## config.mk

```make
export PLATFORM = sky130hd
export DESIGN_NAME = seq_divider_flat
export DESIGN_NICKNAME = d
export VERILOG_FILES = /design/src/rtl/seq_divider_if.sv /design/src/rtl/seq_divider.sv /design/src/flat_wrapper.sv
export SDC_FILE = /design/constraint.sdc
export NUM_CORES = 1
export LEC_CHECK = 0
export ABC_AREA = 1
export CAP_MARGIN = 25
export CORE_ASPECT_RATIO = 1.2
export CORE_MARGIN = 2
export CORE_UTILIZATION = 51
export DETAILED_ROUTE_END_ITERATION = 6
export PLACE_DENSITY = 0.76
export REMOVE_ABC_BUFFERS = 1
export SLEW_MARGIN = 30
export SYNTH_ARGS = -nofsm -noshare
export SYNTH_HDL_FRONTEND = slang
export SYNTH_SLANG_ARGS = --single-unit
```

## constraint.sdc

```tcl
create_clock -name clk -period 2.3 [get_ports clk]
set_input_delay 0.46 -clock clk [delete_from_list [all_inputs] [get_ports clk]]
set_output_delay 0.46 -clock clk [all_outputs]
set_load 0.05 [all_outputs]
```

## src/rtl/seq_divider_if.sv

```systemverilog
// Start/done handshake bundle between a divider client and seq_divider.
// master: the requesting side; slave: the divider.
interface seq_divider_if #(parameter int WIDTH = 4);
  logic             start;
  logic [WIDTH-1:0] dividend;
  logic [WIDTH-1:0] divisor;
  logic             busy;
  logic             done;
  logic [WIDTH-1:0] quotient;
  logic [WIDTH-1:0] remainder;
  logic             div_by_zero;

  modport master (
    output start, dividend, divisor,
    input  busy, done, quotient, remainder, div_by_zero
  );

  modport slave (
    input  start, dividend, divisor,
    output busy, done, quotient, remainder, div_by_zero
  );
endinterface

```

## src/rtl/seq_divider.sv

```systemverilog
// Iterative restoring divider, one quotient bit per clock, start/done handshake.
// Optional SEQ_DIVIDER_SIGNED_EN: two's complement operands with one sign fix-up cycle.
//
// state  | meaning
// IDLE   | waiting for start
// RUN    | shift-subtract-restore iterations, WIDTH edges
// FIX    | sign correction of magnitude results (signed build only)
// ZDIV   | divide-by-zero result staging, RUN skipped
// DONE   | one-cycle done pulse; start accepted here as from IDLE
module seq_divider #(
  parameter int WIDTH = 4
) (
  input  logic          clk,
  input  logic          rst,
  seq_divider_if.slave  bus
);

  localparam int CW = $clog2(WIDTH);

  typedef enum logic [2:0] {
    S_IDLE,
    S_RUN,
    S_FIX,
    S_ZDIV,
    S_DONE
  } state_t;

  state_t state, state_nxt;

  logic [WIDTH-1:0] r_q;
  logic [WIDTH-1:0] q_q;
  logic [WIDTH-1:0] dvs_q;
  logic [CW-1:0]    cnt_q;

  logic             accept;
  logic             zero_in;
  logic             last_iter;
  logic [WIDTH:0]   r_sh;
  logic [WIDTH:0]   t;
  logic [WIDTH-1:0] q_step;
  logic [WIDTH-1:0] r_step;
  logic [WIDTH-1:0] a_mag;
  logic [WIDTH-1:0] b_mag;
  logic [WIDTH-1:0] z_rem;

`ifdef SEQ_DIVIDER_SIGNED_EN
  logic             q_neg_q;
  logic             r_neg_q;
  logic [WIDTH-1:0] q_fix;
  logic [WIDTH-1:0] r_fix;

  // MIN negates to itself, which is exactly its unsigned magnitude.
  always_comb begin
    a_mag = bus.dividend[WIDTH-1] ? -bus.dividend : bus.dividend;
    b_mag = bus.divisor[WIDTH-1]  ? -bus.divisor  : bus.divisor;
    q_fix = q_neg_q ? -q_q : q_q;
    r_fix = r_neg_q ? -r_q : r_q;
    z_rem = r_neg_q ? -q_q : q_q;
  end
`else
  always_comb begin
    a_mag = bus.dividend;
    b_mag = bus.divisor;
    z_rem = q_q;
  end
`endif

  assign zero_in   = (bus.divisor == '0);
  assign accept    = bus.start && ((state == S_IDLE) || (state == S_DONE));
  assign last_iter = (cnt_q == CW'(WIDTH - 1));

  // R stays below the divisor, so the shifted value always fits in WIDTH+1 bits.
  always_comb begin
    r_sh   = {r_q, q_q[WIDTH-1]};
    t      = r_sh - {1'b0, dvs_q};
    q_step = {q_q[WIDTH-2:0], ~t[WIDTH]};
    r_step = t[WIDTH] ? r_sh[WIDTH-1:0] : t[WIDTH-1:0];
  end

  always_ff @(posedge clk or posedge rst) begin
    if (rst) state <= S_IDLE;
    else     state <= state_nxt;
  end

  always_comb begin
    state_nxt = state;
    bus.busy  = 1'b0;
    bus.done  = 1'b0;
    case (state)
      S_IDLE: begin
        if (accept) state_nxt = zero_in ? S_ZDIV : S_RUN;
      end
      S_RUN: begin
        bus.busy = 1'b1;
`ifdef SEQ_DIVIDER_SIGNED_EN
        if (last_iter) state_nxt = S_FIX;
`else
        if (last_iter) state_nxt = S_DONE;
`endif
      end
      S_FIX: begin
        bus.busy  = 1'b1;
        state_nxt = S_DONE;
      end
      S_ZDIV: begin
        state_nxt = S_DONE;
      end
      S_DONE: begin
        bus.done = 1'b1;
        if (accept) state_nxt = zero_in ? S_ZDIV : S_RUN;
        else        state_nxt = S_IDLE;
      end
      default: state_nxt = S_IDLE;
    endcase
  end

  always_ff @(posedge clk or posedge rst) begin
    if (rst) begin
      r_q             <= '0;
      q_q             <= '0;
      dvs_q           <= '0;
      cnt_q           <= '0;
      bus.quotient    <= '0;
      bus.remainder   <= '0;
      bus.div_by_zero <= 1'b0;
`ifdef SEQ_DIVIDER_SIGNED_EN
      q_neg_q         <= 1'b0;
      r_neg_q         <= 1'b0;
`endif
    end else if (accept) begin
      r_q   <= '0;
      q_q   <= a_mag;
      dvs_q <= b_mag;
      cnt_q <= '0;
`ifdef SEQ_DIVIDER_SIGNED_EN
      q_neg_q <= bus.dividend[WIDTH-1] ^ bus.divisor[WIDTH-1];
      r_neg_q <= bus.dividend[WIDTH-1];
`endif
    end else begin
      case (state)
        S_RUN: begin
          r_q   <= r_step;
          q_q   <= q_step;
          cnt_q <= cnt_q + 1'b1;
`ifndef SEQ_DIVIDER_SIGNED_EN
          if (last_iter) begin
            bus.quotient    <= q_step;
            bus.remainder   <= r_step;
            bus.div_by_zero <= 1'b0;
          end
`endif
        end
`ifdef SEQ_DIVIDER_SIGNED_EN
        S_FIX: begin
          bus.quotient    <= q_fix;
          bus.remainder   <= r_fix;
          bus.div_by_zero <= 1'b0;
        end
`endif
        S_ZDIV: begin
          bus.quotient    <= '1;
          bus.remainder   <= z_rem;
          bus.div_by_zero <= 1'b1;
        end
        default: ;
      endcase
    end
  end

endmodule
```

## src/flat_wrapper.sv

```systemverilog
// flat-port wrapper written by rule: the top's interface ports become plain ports
module seq_divider_flat 
#(
  parameter int WIDTH = 4
)
  (clk, rst, bus_start, bus_dividend, bus_divisor, bus_busy, bus_done, bus_quotient, bus_remainder, bus_div_by_zero);
  seq_divider_if #(.WIDTH(WIDTH)) bus_i ();
  input  logic clk;
  input  logic rst;
  input wire logic [$bits(bus_i.start)-1:0] bus_start;
  input wire logic [$bits(bus_i.dividend)-1:0] bus_dividend;
  input wire logic [$bits(bus_i.divisor)-1:0] bus_divisor;
  output wire logic [$bits(bus_i.busy)-1:0] bus_busy;
  output wire logic [$bits(bus_i.done)-1:0] bus_done;
  output wire logic [$bits(bus_i.quotient)-1:0] bus_quotient;
  output wire logic [$bits(bus_i.remainder)-1:0] bus_remainder;
  output wire logic [$bits(bus_i.div_by_zero)-1:0] bus_div_by_zero;
  assign bus_i.start = bus_start;
  assign bus_i.dividend = bus_dividend;
  assign bus_i.divisor = bus_divisor;
  assign bus_busy = bus_i.busy;
  assign bus_done = bus_i.done;
  assign bus_quotient = bus_i.quotient;
  assign bus_remainder = bus_i.remainder;
  assign bus_div_by_zero = bus_i.div_by_zero;
  seq_divider #(.WIDTH(WIDTH)) u_core (.clk(clk), .rst(rst), .bus(bus_i));
endmodule
```

[After elaboration in Yosys (flattened, before gate mapping)]
Index checks and enable logic that the tools add are counted.
Word-level totals
  bits in registers: 26
  output and inout port bits: 11
  logic and storage cells: 49
Operators by class
  $add $sub $neg: 2
  equal/unequal tests: 7
  mux-type cells: 20
  bitwise gates (word level): 2
  reductions and logical operators: 10
Operators by type and width (count)
  2-to-1 mux 4 bit: 7
  one-hot mux 4 bit (2 select lines): 2
  one-hot mux 3 bit (4 select lines): 1
  2-to-1 mux 3 bit: 3
  == test 3 x 2 -> 1 bit, second input constant: 2
  2-to-1 mux 2 bit: 3
  subtractor 5 x 4 -> 5 bit: 1
  logical NOT 4 bit: 1
  != test 2 x 1 -> 1 bit, second input constant: 2
  nonzero test 2 bit: 2
  OR reduction 2 bit: 2
  == test 3 x 1 -> 1 bit, second input constant: 1
  == test 3 bit, second input constant: 1
  logical NOT 3 bit: 1
  2-to-1 mux 1 bit: 3
  AND reduction 3 bit: 1
  adder 2 x 1 -> 2 bit, second input constant: 1
  == test 2 bit, second input constant: 1
  inverter 1 bit: 2
  one-hot mux 1 bit (2 select lines): 1
  AND reduction 2 bit: 1
  logical AND 1 bit: 1
  logical OR 1 bit: 1

[Logic depth before layout (Yosys ltp)]
Gate-level depths: netlist of run 1.
  depth after elaboration: 5
  depth in mapped cells: 12
  mapped depth without buffers: 12

[Least setup slack after synthesis of run 1]
No wires, ideal clock.
  path kind: reg-to-output
  from: reg u_core.state[1]
  to: out bus_done
  arrival time: 1.580 ns
  required time: 1.840 ns
  setup slack: 0.260 ns
  cell stages (with the launch flop): 3
  path through: dfrtp_1 -> buf_6 -> nor3_1
On the way
  longest elaborated chain between the ends: 2
Ends and longest elaborated chain
  start, declared: RTL line seq_divider.sv:28  | state_t state, state_nxt;
  start signal, assigned: RTL line seq_divider.sv:82  | else state <= state_nxt;
  == test 3 bit: RTL line seq_divider.sv:89  | case (state)
  2-to-1 mux 1 bit: RTL line seq_divider.sv:89
  end, declared: RTL line flat_wrapper.sv:14  | output wire logic [$bits(bus_i.done)-1:0] bus_done;
No other way between the ends.

[Worst setup path in the final report of run 1]
  from: reg u_core.state[1]
  to: out bus_busy
On the way
  longest elaborated chain between the ends: 3
Ends and longest elaborated chain
  == test 3 x 2 -> 1 bit or == test 3 x 1 -> 1 bit (tied branches): RTL line seq_divider.sv:89
  OR reduction 2 bit (no source line) *
  2-to-1 mux 1 bit *: RTL line seq_divider.sv:89
  end, declared: RTL line flat_wrapper.sv:13  | output wire logic [$bits(bus_i.busy)-1:0] bus_busy;
Every way passes the cells marked *; elsewhere a longest branch is shown, timed or not.

==> summary.md, run 1 <==
| Metric | Value |
|---|---|
| CP Class | `reg2out` |
| Max stage delay on crit path | `0.67 ns` |
| Tmin final | `2.00 ns` |
| Pin count of the biggest net entering global routing | `27` |
| Drt wl/cell | `between 10 and 15 um` |
| Post-CTS Resized | `0` |
| Clk pwr share | `between 10% and 20%` |
| Synth cell types | `26` |
| Most common flop cell mapped by yosys | `dfrtp_1` |
| Area after DPL | `1660 um2` |
| Fin area | `1710 um2` |
| Synthesized area | `between 1000 and 1500 um2` |
| First-pass GRT wire length | `4870 um` |
| TritonCTS Sinks | `26` |
| CTS clk-pin slew, worst paths | `0.15 ns` |
| Sequential share of power | `between 20% and 30%` |
| # port buffers | `21` |
| Period utilization | `87.0%` |
| Slew Viols, Final | `0` |
| FP Rows | `21` |
| Total net switching power | `1.42 mW` |
| FMAX | `500 MHz` |
| Synth Area in Compound Gates | `11.2%` |
| Crit path buf inv count | `2` |
| Maxcap violations | `0` |
| Die area | `3230 um2` |
| DR vias | `1,150` |
| Post-synth EDFFs | `0` |
| Post-synthesis xor/xnor area fraction | `less than 1%` |
| Syn Area/Cell | `just under 9 um2` |
| Vias in the first global route | `1,101` |
| Initial core utilization | `52.1%` |
| WP data required | `1.84 ns` |
| Routability congestion estimate | `between 0.8 and 0.9` |
| Postcts setup bufs | `0` |
| Pwr dens | `between 1500 and 2000 nW/um2` |
| DRC | `0` |
| Largest family of logic cells by synthesized area | `simple AND/OR/NAND/NOR gates` |
| Synth Register Bits | `26` |
| TritonCTS Buffers | `3` |
| Drt first pass iters | `4` |
| Syn. warnings | `0` |
| Total wire length | `2910 um` |
| Arr. time, crit path | `1.54 ns` |
| Worst-skew pair later-pin latency | `0.32 ns` |
| Clk_skew | `0.00614 ns` |
| Final setup viols | `0` |
| Ant diodes | `0` |
| Synth Area in Simple Gates | `between 20% and 30%` |
| CTS Root Cell | `clkbuf_4` |
| Detailed Place HPWL | `~2200 um` |
| VDD IR max | `~950 uV` |
| Least-Margin Pin Slew | `0.580 ns` |
| Largest delay share family, worst path | `flip-flops` |
| Via-per-instance ratio | `5.20` |
| P_leak | `0.866 nW` |
| Post-Synthesis Cells | `163` |
| Congestion Overflow GR | `0` |
| Switching Fraction | `49.6%` |
| CTS tree | `done` |
| Core Area | `between 2000 and 3000 um2` |
| H-tree depth | `1` |
| Mux contribution to synthesized area | `0%` |
| Initial DRC count | `60` |
| Final net count | `a little over 200` |
| CP max FO | `10` |
| Setup TNS | `0 ns` |
| Max clock buf depth | `2` |
| RSZ-0062 raised after global routing | `no` |
| Total power | `2.87 mW` |
| Hold Violations, Final | `0` |
| Status | `finished clean` |
| P_int | `around 1.4 mW` |
| Area Overhead vs Synth | `20.0%` |
| Headroom to the max-slew limit | `61.3%` |
| Setup crit end kind | `output pin` |
| Layout cells sized above 1 | `17.1%` |
| Worst hold-check path type | `in2async` |
| Io pins | `22` |
| Slowest cell on crit path | `dfrtp_1` |
| CP startpoint kind | `flip-flop` |
| Die Wd | `52.2 um` |
| Cell Chain, Critical Path | `inv_2 -> nand2_4 -> nand2_1 -> buf_4` |
| GRT Util Overall | `20.5%` |
| Hold_buf cts | `0` |
| Adder-Cell Fraction of Synth Area | `5.80%` |
| Initial antenna violation count | `0` |
| Post-route ant nets | `0` |
| Die Y | `61.9 um` |
| Register area share after synthesis | `45.7%` |
| Async S/R FF share, synth | `100%` |
| Gate power share | `61.8%` |
## power groups by stage
| stage | Sequential, mW | Clock, mW | Combinational (mW) |
|---|---|---|---|
| after global placement | 0.779 | 0 | 1.70 |
| final | 0.781 | 0.314 | 1.77 |
| after floorplan | 1.02 | 0 | 1.09 |
| after detailed placement | 0.792 | 0 | 1.76 |
| after CTS | 0.782 | 0.321 | 1.77 |
| after global routing | 0.804 | 0.331 | 1.95 |
## synth_stat cells (4+ instances only)
cell type,number,area [um2]
nand2_1,44,165
dfrtp_1,26,651
inv_1,20,75.1
nand3_1,14,70.1
a21oi_2,5,43.8
ha_1,5,62.6
inv_2,5,18.8
nand2_2,5,31.3
nor2_1,5,18.8
nand2_4,4,45.0
o21ai_0,4,20.0
o21ai_1,4,20.0
## state kept, by name (all words and copies together) (netlist names)
name                    cells
u_core.cnt_q                2
u_core.q_q                  4
u_core.r_q                  4
u_core.dvs_q                4
u_core.bus.div_by_zero      1
u_core.bus.quotient         4
u_core.state                3
u_core.bus.remainder        4
## metrics by stage
step                hold WS (ns)  worst slack, ns  cells  util [%]
floorplan                  0.453            0.212    161         -
global placement           0.454            0.538    217      60.6
detailed placement         0.462            0.463    217      60.6
CTS                        0.490            0.310    221      62.5
global route               0.513            0.177    221      62.5
finish                     0.477            0.299    221      62.5
## per-layer routing
metal | global-route usage, % | up-vias | share of wire [%]
li1 | - | 576 | -
met1 | 25.4 | 534 | 43
met3 | 3.35 | 6 | 3.8
met4 | 9.16 | 0 | 1.9
met2 | 35.4 | 34 | 51
met5 | 0 | - | 0
## final timing paths
check                                        from                      end  slack (ns)  cells after the start
setup / recovery                  u_core.state[1]                 bus_busy        0.30                      4
hold / removal                                rst   u_core.bus.quotient[0]        0.48                      3
setup reg to reg                    u_core.q_q[3]  u_core.bus.remainder[2]        0.39                     11
hold reg to reg            u_core.bus.div_by_zero   u_core.bus.div_by_zero        0.49                      2
max in group asynchronous                     rst          u_core.dvs_q[1]        1.57                      3
min in group clk           u_core.bus.div_by_zero   u_core.bus.div_by_zero        0.49                      2
## area by class of cell
type	count	area [um2]
multi-input combinational	110	657
timing repair buffer	22	213
inverter	25	93.8
clock buffer	3	22.5
clock inverter	1	30.0
tap	34	42.5
fill	253	1020
sequential	26	651
## logic make-up after synthesis
kind of cell	after synthesis
simple gates	80
compound gates	23
buf+inv	27
fa+ha+maj	6
flops	26
xor+xnor	1
## worst register-to-register path, stage by stage (launching register included)
cell     delay [ns]
dfrtp_1        0.39
inv_1          0.08
ha_1           0.22
fa_1           0.41
inv_1          0.10
nand3_1        0.11
nand3_4        0.14
nand2_4        0.09
nand2_2        0.08
nand3_1        0.06
nand2_1        0.07
nand2_1        0.05
## placed cells by master (no fill, tap or decap), types with 3 or more instances in the layout
cell             Yosys  routed
inv_2                5       5
nand2_2              5       5
a31oi_1              3       3
nand3_1             14      14
nor3_1               3       3
buf_4                0       3
nand2_4              4       4
clkbuf_4             0       3
a21oi_2              5       5
o21ai_1              4       4
ha_1                 5       5
o221ai_1             3       3
nor2_1               5       5
dfrtp_1             26      26
clkdlybuf4s50_1      0      19
o21ai_0              4       4
nand2_1             44      44
inv_1               20      20
Power figures use the tool's default switching activity.
==> inputs of run 2 (changes only) <==
--- a/config.mk
+++ b/config.mk
@@ -7,11 +7,12 @@
 export LEC_CHECK = 0
 export ABC_AREA = 1
 export CAP_MARGIN = 25
-export CORE_ASPECT_RATIO = 1.2
+export CORE_ASPECT_RATIO = 0.75
 export CORE_MARGIN = 2
-export CORE_UTILIZATION = 51
+export CORE_UTILIZATION = 50
 export DETAILED_ROUTE_END_ITERATION = 6
-export PLACE_DENSITY = 0.76
+export PLACE_DENSITY = 0.75
+export RECOVER_POWER = 50
 export REMOVE_ABC_BUFFERS = 1
 export SLEW_MARGIN = 30
 export SYNTH_ARGS = -nofsm -noshare
==> run 2 against run 1 <==
Net effect:
- setup slack improved by 0.077 ns
- via count rose by 1.9%
- total power fell by 1.2%
- hold slack improved by 0.0068 ns
- register-to-register slack barely moved
- largest power group unchanged
==> summary.md, run 2 (synthesis gave the netlist of run 1 again) <==
| Metric | Value |
|---|---|
| Status | `finished clean` |
| First-pass GRT wire length | `around 5200 um` |
| Register area | `651 um2` |
| DRC | `0` |
| Worst-skew pair later-pin latency | `0.27 ns` |
| Detailed Place HPWL | `2370 um` |
| Maxcap violations | `0` |
| Setup TNS | `0 ns` |
| Die area | `3300 um2` |
| Max clock buf depth | `2` |
| Fin area | `approximately 1700 um2` |
| Initial core utilization | `53.5%` |
| Hold Violations, Final | `0` |
| Initial DRC count | `38` |
| Die Y | `50.2 um` |
| Core Area | `around 2700 um2` |
| # port buffers | `21` |
| Worst hold-check path type | `reg2reg` |
| Setup crit end kind | `output pin` |
| Cell Chain, Critical Path | `inv_2 -> nand2_4 -> nand2_1 -> buf_4` |
| Final setup viols | `0` |
| CP startpoint kind | `flip-flop` |
| Headroom to the max-slew limit | `10.0%` |
| Clk_skew | `roughly 0.0053 ns` |
| P_leak | `0.858 nW` |
| CTS Root Cell | `clkbuf_8` |
| # placed instances | `between 200 and 250` |
| TritonCTS Buffers | `3` |
| Ant diodes | `0` |
| Core Util, Final | `between 60% and 70%` |
| Post-route ant nets | `0` |
| Post-CTS Resized | `0` |
| FMAX | `around 520 MHz` |
| Total power | `2.83 mW` |
| CP max FO | `10` |
| WP data required | `1.84 ns` |
| Post-Layout Cell Count | `223` |
| FILL cells | `roughly 230` |
| Hold_buf cts | `0` |
| Area Overhead vs Synth | `19.4%` |
| DR vias | `around 1,200` |
| Vias in the first global route | `1,108` |
| Initial antenna violation count | `0` |
| Postcts setup bufs | `0` |
| Max stage delay on crit path | `0.64 ns` |
| H-tree depth | `1` |
| RSZ-0062 raised after global routing | `no` |
| VDD IR max | `928 uV` |
| Multi-input gate area | `647 um2` |
| Routability congestion estimate | `0.895` |
| Congestion Overflow GR | `0` |
| Pwr dens | `1660 nW/um2` |
| Total wire length | `2990 um` |
| GRT Util Overall | `a little over a fifth` |
| Slew Viols, Final | `0` |
| Die Wd | `65.6 um` |
| Layout cells sized above 1 | `15.5%` |
| Commonest non-fill, non-tap cell in the layout | `nand2_1` |
| Drt wl/cell | `13.4 um` |
| CTS clk-pin slew, worst paths | `0.08 ns` |
| TritonCTS Sinks | `26` |
| Area after DPL | `1660 um2` |
| Pin count of the biggest net entering global routing | `27` |
| Slowest cell on crit path | `dfrtp_1` |
| Least-Margin Pin Slew | `roughly 1.3 ns` |
| Drt first pass iters | `4` |
| Arr. time, crit path | `1.46 ns` |
| Tmin final | `1.92 ns` |
| Most frequent cells in the layout | `nand2_1 (45), dfrtp_1 (26), inv_1 (20), clkdlybuf4s50_1 (19), nand3_1 (14)` |
| Period utilization | `83.7%` |
| Via-per-instance ratio | `5.26` |
| Io pins | `22` |
| CTS tree | `done` |
| CP Class | `reg2out` |
| Final net count | `205` |
| FP Rows | `16` |
-- run 2: cell count changes in the layout (fill, tap and decap cells not counted) --
cell / change
buf_4: -1
bufinv_16: -1
clkbuf_1: +1
clkbuf_4: -3
clkbuf_8: +4
nand2_1: +1
nand2_4: -1
nor2_1: +1
nor2_2: -1
-- run 2: per-layer routing --
| layer | vias up | GRT usage [%] | routed length (um) |
|---|---|---|---|
| li1 | 575 | - | - |
| met2 | 42 | 33.7 | 1400 |
| met4 | 0 | 4.17 | 50 |
| met1 | 542 | 29.9 | 1380 |
| met3 | 13 | 4.71 | 159 |
| met5 | - | 0 | 0 |
-- run 2: where the power goes --
group          internal [mW]  leakage [nW]  total [mW]  switching, mW
clock                  0.153        0.0288       0.288          0.135
sequential             0.658         0.325       0.786          0.128
combinational          0.608         0.504        1.76           1.15
-- run 2: layout make-up --
cell class                 instances  area share, %
clock buffer                       4           3.24
inverter                          25           5.52
multi-input combinational        110           38.0
sequential                        26           38.3
tap                               36           2.65
timing repair buffer              22           12.3
-- run 2: path summary, 6_finish.rpt --
path / end / slack, ns / startpoint / cells past startpoint
min in group asynchronous: u_core.dvs_q[0] / 0.94 / rst / 3
setup reg to reg: u_core.bus.remainder[0] / 0.40 / u_core.q_q[3] / 11
hold reg to reg: u_core.bus.remainder[0] / 0.48 / u_core.bus.remainder[0] / 2
max in group asynchronous: u_core.bus.quotient[2] / 0.58 / rst / 3
setup / recovery: bus_busy / 0.38 / u_core.state[1] / 4
hold / removal: u_core.bus.remainder[0] / 0.48 / u_core.bus.remainder[0] / 2
-- run 2: per-stage QoR --
stage	hold WS, ns	setup WS, ns
after global routing	0.515	0.238
final	0.484	0.376
after floorplan	0.453	0.212
after global placement	0.454	0.525
after CTS	0.486	0.365
after detailed placement	0.465	0.432
-- run 2: worst max-delay path: cells and delay by family, from the launching register on --
kind / cells / cell delay [ns]
buffers and inverters: 2 / 0.32
and+or+nand+nor: 2 / 0.23
DFF: 1 / 0.64
